==> src/rtl/arbiter_pkg.sv <==
// Shared types and helpers for the round-robin arbiter.
// Holds the arbiter state encoding and the modulo-n wrap used by the pointer and the search.
package arbiter_pkg;

   typedef enum logic {IDLE, BUSY} arb_state_t;

   // Wrapped increment modulo n, so counts that are not powers of two never yield idx >= n.
   function automatic int next_idx(input int idx, input int n);
      return (idx >= n - 1) ? 0 : idx + 1;
   endfunction

endpackage

==> src/rtl/rr_arbiter_if.sv <==
// Requester-side bundle of the round-robin arbiter. Signal names are seen from the arbiter side.
// i_req is level-sensitive and may change on any cycle; a grant is held while o_valid=1 and is
// released only by a one-cycle i_done pulse. o_grant is one-hot when o_valid=1 and zero otherwise.
interface rr_arbiter_if #(
   parameter int NUM_REQ = 5
) ();
   localparam int IDX_BITS = $clog2(NUM_REQ);

   logic [NUM_REQ-1:0]      i_req;
   logic                    i_done;
   logic                    o_valid;
   logic [IDX_BITS-1:0]     o_grant_idx;
   logic [NUM_REQ-1:0]      o_grant;
   arbiter_pkg::arb_state_t o_dbg_state;

   modport slave (
      input  i_req, i_done,
      output o_valid, o_grant_idx, o_grant, o_dbg_state
   );

   modport master (
      output i_req, i_done,
      input  o_valid, o_grant_idx, o_grant, o_dbg_state
   );
endinterface

==> src/rtl/rr_arbiter_demux.sv <==
// Index-to-one-hot decoder with an enable: all outputs low when disabled.
module rr_arbiter_demux #(
   parameter int NUM_OUTPUTS = 5,
   parameter int SEL_BITS    = $clog2(NUM_OUTPUTS)
) (
   input  logic [SEL_BITS-1:0]    i_select,
   input  logic                   i_enable,
   output logic [NUM_OUTPUTS-1:0] o_out
);

   always_comb begin
      o_out = '0;
      if (i_enable) o_out[i_select] = 1'b1;
   end

endmodule

==> src/rtl/rr_arbiter.sv <==
// Round-robin arbiter: locks a grant until i_done, then rotates priority past the finisher.
// A finishing transaction can hand straight to the next requester on the same edge.
module rr_arbiter
   import arbiter_pkg::*;
#(
   parameter int NUM_REQ = 5
) (
   input logic          i_clk,
   input logic          i_rst,
   rr_arbiter_if.slave  arb
);
   localparam int IDX_BITS = $clog2(NUM_REQ);

   arb_state_t          r_state;
   logic                r_valid;
   logic [IDX_BITS-1:0] r_grant_idx;
   logic [IDX_BITS-1:0] r_ptr;

   logic                w_any;
   logic [IDX_BITS-1:0] w_ptr_next;
   logic [IDX_BITS-1:0] w_base;
   logic [IDX_BITS-1:0] w_sel;
   logic [IDX_BITS-1:0] w_k;
   logic                w_found;

   assign w_any      = |arb.i_req;
   assign w_ptr_next = IDX_BITS'(next_idx(int'(r_grant_idx), NUM_REQ));
   // A re-grant on completion searches from the rotated pointer, not the stored one.
   assign w_base     = (r_state == BUSY) ? w_ptr_next : r_ptr;

   always_comb begin
      w_found = 1'b0;
      w_sel   = '0;
      w_k     = w_base;
      for (int i = 0; i < NUM_REQ; i++) begin
         if (!w_found && arb.i_req[w_k]) begin
            w_found = 1'b1;
            w_sel   = w_k;
         end
         w_k = IDX_BITS'(next_idx(int'(w_k), NUM_REQ));
      end
   end

   always_ff @(posedge i_clk or posedge i_rst) begin
      if (i_rst) begin
         r_state     <= IDLE;
         r_valid     <= 1'b0;
         r_grant_idx <= '0;
         r_ptr       <= '0;
      end else begin
         case (r_state)
            IDLE: begin
               if (w_any) begin
                  r_state     <= BUSY;
                  r_valid     <= 1'b1;
                  r_grant_idx <= w_sel;
               end
            end
            BUSY: begin
               if (arb.i_done) begin
                  r_ptr <= w_ptr_next;
                  if (w_any) begin
                     r_grant_idx <= w_sel;
                  end else begin
                     r_state <= IDLE;
                     r_valid <= 1'b0;
                  end
               end
            end
         endcase
      end
   end

   rr_arbiter_demux #(
      .NUM_OUTPUTS (NUM_REQ),
      .SEL_BITS    (IDX_BITS)
   ) u_demux (
      .i_select (r_grant_idx),
      .i_enable (r_valid),
      .o_out    (arb.o_grant)
   );

   assign arb.o_valid     = r_valid;
   assign arb.o_grant_idx = r_grant_idx;
   assign arb.o_dbg_state = r_state;

endmodule

==> src/flat_wrapper.sv <==
// flat-port wrapper written by rule: the top's interface ports become plain ports
module rr_arbiter_flat import arbiter_pkg::*;
#(
   parameter int NUM_REQ = 5
)
  (i_clk, i_rst, arb_i_req, arb_i_done, arb_o_valid, arb_o_grant_idx, arb_o_grant, arb_o_dbg_state);
  rr_arbiter_if #(.NUM_REQ(NUM_REQ)) arb_i ();
  input logic i_clk;
  input logic i_rst;
  input wire logic [$bits(arb_i.i_req)-1:0] arb_i_req;
  input wire logic [$bits(arb_i.i_done)-1:0] arb_i_done;
  output wire logic [$bits(arb_i.o_valid)-1:0] arb_o_valid;
  output wire logic [$bits(arb_i.o_grant_idx)-1:0] arb_o_grant_idx;
  output wire logic [$bits(arb_i.o_grant)-1:0] arb_o_grant;
  output wire logic [$bits(arb_i.o_dbg_state)-1:0] arb_o_dbg_state;
  assign arb_i.i_req = arb_i_req;
  assign arb_i.i_done = arb_i_done;
  assign arb_o_valid = arb_i.o_valid;
  assign arb_o_grant_idx = arb_i.o_grant_idx;
  assign arb_o_grant = arb_i.o_grant;
  assign arb_o_dbg_state = arb_i.o_dbg_state;
  rr_arbiter #(.NUM_REQ(NUM_REQ)) u_core (.i_clk(i_clk), .i_rst(i_rst), .arb(arb_i));
endmodule
==> config.mk <==
export PLATFORM = sky130hd
export DESIGN_NAME = rr_arbiter_flat
export DESIGN_NICKNAME = d
export VERILOG_FILES = /design/src/rtl/arbiter_pkg.sv /design/src/rtl/rr_arbiter_if.sv /design/src/rtl/rr_arbiter_demux.sv /design/src/rtl/rr_arbiter.sv /design/src/flat_wrapper.sv
export SDC_FILE = /design/constraint.sdc
export NUM_CORES = 1
export LEC_CHECK = 0
export CORE_ASPECT_RATIO = 1.5
export CORE_MARGIN = 2
export CORE_UTILIZATION = 58
export DETAILED_ROUTE_END_ITERATION = 10
export GPL_ROUTABILITY_DRIVEN = 0
export GPL_TIMING_DRIVEN = 0
export PLACE_DENSITY = 0.84
export SYNTH_ARGS = -nofsm -noshare
export SYNTH_HDL_FRONTEND = slang
export SYNTH_SLANG_ARGS = --single-unit
==> constraint.sdc <==
create_clock -name i_clk -period 9.1 [get_ports i_clk]
set_clock_uncertainty 0.2 [all_clocks]
set_input_delay 1.82 -clock i_clk [delete_from_list [all_inputs] [get_ports i_clk]]
set_output_delay 1.82 -clock i_clk [all_outputs]
set_load 0.03 [all_outputs]
# After elaboration in Yosys (flattened, before gate mapping)
# Index checks and enable logic that the tools add are counted.
[totals]
reg_bits = 8
inputBits = 8
output_inout_bits = 10
wordCells = 75
[classes]
n_addsub = 5
n_lt_le_gt_ge = 12
eq_ne = 3
muxes = 38
bitwise_logic = 1
reduce_logical = 12
[op_table]
columns = ["op", "count"]
rows = [
  ["two-way mux 3 bit", 13],
  ["less-than comparator 3 x 4 -> 1 bit, second input constant", 6],
  ["adder 3 x 1 -> 3 bit, second input constant", 5],
  ["binary-select mux 1 bit (select 3 bit)", 5],
  ["greater-or-equal comparator 3 bit, second input constant", 5],
  ["two-way mux 1 bit", 15],
  ["one-hot mux 3 bit (2 select lines)", 1],
  ["logical AND 1 bit", 5],
  ["two-way mux 5 bit", 1],
  ["OR reduction 5 bit", 1],
  ["zero test 1 bit", 4],
  ["!= test 2 bit, second input constant", 2],
  ["one-hot mux 1 bit (2 select lines)", 2],
  ["demux 1 bit (select 3 bit)", 1],
  ["greater-or-equal comparator 3 x 1 -> 1 bit, second input constant", 1],
  ["AND reduction 3 bit", 1],
  ["!= test 2 x 1 -> 1 bit, second input constant", 1],
  ["AND reduction 2 bit", 1],
  ["inverter 1 bit", 1],
]

# Logic depth before layout (Yosys ltp)
[logic_depth]
word_depth = 21
depth_mapped = 20
ltp_nobuf = 19

# Modules after synthesis
# From an unflattened synthesis, not the netlist that was laid out.
[unflattened]
cells_unflattened = 152
hier_area_um2 = 1252.5
[modules_own_cells]
columns = ["mod", "instances", "cells_per_inst", "area_each_um2", "seq_area_each_um2"]
rows = [
  ["rr_arbiter", 1, 147, 1188.6, 200.2],
  ["rr_arbiter_demux", 1, 5, 63.8, 0.0],
]

# Worst setup path before layout
# Ideal clock, no wire load.
[synth_path]
path_type = "flip-flop to flip-flop"
start = "register u_core.r_grant_idx[0], in the netlist u_core.arb.o_grant_idx[0]"
end = "register u_core.r_grant_idx[1], in the netlist u_core.arb.o_grant_idx[1]"
setup_time_ps = 123
arrival_ps = 4057
t_required_ps = 8777
slack_ps = 4720
path_stages_with_launch = 21
n_path_buf = 1
synth_period_minus_slack_ps = 4380
path_cell_list = "dfrtp_1 buf_6 inv_1 ha_1 nand3b_1 nand2_4 ha_1 nand3_1 inv_1 ha_1 nor2b_1 ha_1 nand2_1 inv_1 ha_1 or3_1 o21ai_0 o31ai_1 nand4_2 or3_1 o221a_1"
[synth_via]
elab_chain_cells = 21
elab_cells_between_ends = 46
classes_between = "add/sub: 5; order compare: 5; mux: 28; reduce/logical: 8"
[synth_rtl]
columns = ["item", "line", "text"]
rows = [
  ["from (decl)", "rr_arbiter.sv:16", "logic [IDX_BITS-1:0] r_grant_idx;"],
  ["from (signal assigned)", "rr_arbiter.sv:56", "r_grant_idx <= w_sel;"],
  ["from (signal assigned)", "rr_arbiter.sv:63", "r_grant_idx <= w_sel;"],
  ["adder 3 x 1 -> 3 bit / greater-or-equal comparator 3 bit (equally long branches)", "arbiter_pkg.sv:9", "return (idx >= n - 1) ? 0 : idx + 1;"],
  ["two-way mux 3 bit *", "arbiter_pkg.sv:9", ""],
  ["two-way mux 3 bit *", "rr_arbiter.sv:29", "assign w_base = (r_state == BUSY) ? w_ptr_next : r_ptr;"],
  ["parallel branches: the longest is 14 deep, another holds adder 3 x 1 -> 3 bit", "-", ""],
  ["two-way mux 3 bit *", "rr_arbiter.sv:36", "if (!w_found && arb.i_req[w_k]) begin"],
  ["two-way mux 3 bit *", "rr_arbiter.sv:53, rr_arbiter.sv:62", ""],
  ["two-way mux 3 bit", "rr_arbiter.sv:60", "if (arb.i_done) begin"],
  ["one-hot mux 3 bit (2 select lines) *", "rr_arbiter.sv:51", "case (r_state)"],
]
# Mark *: on every way between the ends. The select of a mux whose other input is x is not followed.
# A chain may end at the register's enable or synchronous reset.

# Final worst setup path
# Ends and elaborated chain as after synthesis.

==> impl_metrics.env <==
export IMPL_status="complete, no violations"
export IMPL_drt_first_pass_iters=4
export IMPL_pin_count=18
export IMPL_synth_nets=177
export IMPL_place_area_um2=1420
export IMPL_clockBufferDepth=2
export IMPL_pre_cts_ws_ns=4.46
export IMPL_antenna_found_initial=0
export IMPL_crit_fanout=10
export IMPL_clk_pin_slew_ns=0.06
export IMPL_worst_slack_ns=4.39
export IMPL_cp_start_kind="register"
export IMPL_start_util=0.607
export IMPL_grt_max_degree=11
export IMPL_rsz0062_at_grt="false"
export IMPL_hold_viol=0
export IMPL_cts_tree="built"
export IMPL_cp_slowest_cell="dfrtp_1"
export IMPL_post_route_min_period_ns=4.71
export IMPL_vias=1352
export IMPL_crit_chain="buf_6 > inv_1 > ha_1 > nand3b_1 > nand2_4 > ha_1 > nand3_1 > inv_1 > ha_1 > nor2b_1 > ha_1 > nand2_1 > inv_1 > ha_1 > or3_1 > o21ai_0 > o31ai_1 > nand4_2 > or3_1 > o221a_1"
export IMPL_synth_edff_count=0
export IMPL_cts_resized=0
export IMPL_core_um2=2030
export IMPL_min_from="u_core.r_ptr[1]"
export IMPL_antenna_cells=0
export IMPL_ys_seq_elements=8
export IMPL_slew_headroom=0.651
export IMPL_grt_pass1_wl_um=5680
export IMPL_slew_viol_final=0
export IMPL_drive_gt1_frac=0.110
export IMPL_reg2reg_depth=20
export IMPL_cts_hold_buf=0
export IMPL_whs_path_depth=2
export IMPL_die_w_um=41.6
export IMPL_nNetsFinal=198
export IMPL_syn_cell_area_um2=1230
export IMPL_cts_setup_buffers=0
export IMPL_yosysUniqueCellTypes=54
export IMPL_holdPathEnd="u_core.r_ptr[1]"
export IMPL_multiInputGateArea_um2=931
export IMPL_post_route_drc_count=0
export IMPL_cap_violations=0
export IMPL_synth_area_per_cell_um2=7.59
export IMPL_fin_crit_sh=0.517
export IMPL_crit_family="adder cells"
export IMPL_drt_vias_per_instance=6.66
export IMPL_critPathRequiredTime_ns=9.05
export IMPL_hold_class="reg2reg"
export IMPL_arrival_ns=4.65
export IMPL_tightest_slew_ns=0.523
export IMPL_reg2reg_from="u_core.arb.o_grant_idx[0]"
export IMPL_synth_common_cells="18 x nand2_1, 13 x inv_1, 13 x nor2_1"
export IMPL_grt_remaining_overflow=0
export IMPL_setup_violations=0
export IMPL_clock_sinks=8
export IMPL_numCtsBuffers=3
export IMPL_synth_top_flop_cell="dfrtp_1"
export IMPL_fillCellCount=165
export IMPL_placementRows=20
export IMPL_grt_use_total=0.293
export IMPL_critPathLaunch="u_core.arb.o_grant_idx[0]"
export IMPL_yosys_warnings=0
export IMPL_htree_num_levels=1
export IMPL_grt_pass1_vias=1251
export IMPL_fmax_mhz=212
export IMPL_die_h_um=60.4
export IMPL_critPathMaxStageDelay_ns=0.39
export IMPL_cp_end_kind="register"
export IMPL_critPathKind="reg2reg"
export IMPL_fin_tns_setup_ns=0
export IMPL_ff2ff_setup_slack_ns=4.39
export IMPL_ant_nets=0
export IMPL_reg2reg_to="u_core.arb.o_grant_idx[1]"
export IMPL_die_area_um2=2510
export IMPL_worstSkewPairLatency_ns=0.26
export IMPL_syn_inst=162
export IMPL_numPortBuffers=16
export IMPL_dr_first_iter_drc_count=48
export IMPL_seqCellArea_um2=200
export IMPL_fin_area_um2=1440
export IMPL_wl_per_cell_um=16.7
export IMPL_yosysTopAreaCellShare=0.163
export IMPL_netlist_top_cells_area="dfrtp_1 16%, ha_1 7.1%, nand2_1 5.5%, o21ai_0 4.9%, mux2i_1 4.1%"
export IMPL_timing_critical_path_mode_cell="ha_1"
export IMPL_cts_root_buffer="clkbuf_4"
export IMPL_detail_route_wirelength_um=3400
export IMPL_cp_num_buf_inv=4
export IMPL_hold_ws_ns=0.286
export IMPL_synth_area_leader_cell="dfrtp_1"
export IMPL_ys_seq_area_frac=0.163
export IMPL_ys_async_sr_fraction=1.00
export IMPL_area_growth_pct=17.1
export IMPL_yosysMostFrequentCell="nand2_1"
export IMPL_hpwl_um=2650
registers in the layout (all words and copies together) (netlist names):
| register | count |
|---|---|
| u_core.arb.o_valid | 1 |
| u_core.r_ptr | 3 |
| u_core.arb.o_dbg_state | 1 |
| u_core.arb.o_grant_idx | 3 |
layout make-up:
type	instances	area share
Buffer	6	0.0321
Clock buffer	3	0.0156
Inverter	14	0.0365
Multi-Input combinational cell	134	0.646
Sequential cell	8	0.139
Tap cell	22	0.0191
Timing Repair Buffer	16	0.111
logic make-up after synthesis:
| family | synth area share |
|---|---|
| multiplexers | 0.0590 |
| AND/OR/NAND/NOR | 0.354 |
| adder cells (fa/ha/maj) | 0.0712 |
| flip-flops | 0.163 |
| buffers and inverters | 0.0804 |
| AO/OA/AOI/OAI | 0.273 |
cell usage in the layout, fill, tap and decap left out, drive strengths merged, types with 2 or more instances in the layout:
cell type / Yosys / layout
a21oi: 6 / 6
a31oi: 3 / 3
a41oi: 2 / 2
buf: 5 / 5
clkbuf: 1 / 4
clkdlybuf4s50: 0 / 16
dfrtp: 8 / 8
ha: 7 / 7
inv: 14 / 14
mux2i: 5 / 5
nand2: 19 / 19
nand2b: 8 / 8
nand3: 4 / 4
nand3b: 3 / 3
nand4: 2 / 2
nor2: 13 / 13
nor2b: 4 / 4
nor3: 4 / 4
nor3b: 4 / 4
nor4: 3 / 3
o211ai: 4 / 4
o21a: 2 / 2
o21ai: 14 / 14
o31ai: 3 / 3
o32a: 2 / 2
or2b: 2 / 2
or3: 3 / 3
per-stage QoR:
stage | cells | util
finish | 203 | 0.710
global route | 203 | 0.710
CTS | 203 | 0.710
detailed placement | 200 | 0.699
global placement | 200 | 0.699
floorplan | 162 | -
per-layer routing:
| metal | track usage | routed length (µm) | share of wire | up-vias |
|---|---|---|---|---|
| li1 | - | - | - | 635 |
| met1 | 0.325 | 1320 | 0.39 | 639 |
| met2 | 0.567 | 1760 | 0.52 | 62 |
| met3 | 0.0268 | 189 | 0.056 | 16 |
| met4 | 0.129 | 129 | 0.038 | 0 |
| met5 | 0 | 0 | 0 | - |
worst min-delay path: stages, from the launching register on:
cell and delay [ns]:
dfrtp_1 0.34, nand2_1 0.05, o21ai_0 0.06
worst max path at each step:
stage / to / slack, ns / depth (start not counted)
after floorplan: u_core.arb.o_grant_idx[1] / 4.72 / 20
after global placement: u_core.arb.o_grant_idx[1] / 4.51 / 20
after detailed placement: u_core.arb.o_grant_idx[1] / 4.46 / 20
after CTS: u_core.arb.o_grant_idx[1] / 4.41 / 20
after global routing: u_core.arb.o_grant_idx[1] / 4.13 / 20
final: u_core.arb.o_grant_idx[1] / 4.39 / 20
Power is not shown: default switching activity piles up to over one toggle a cycle in this logic, so the estimate is an artifact.
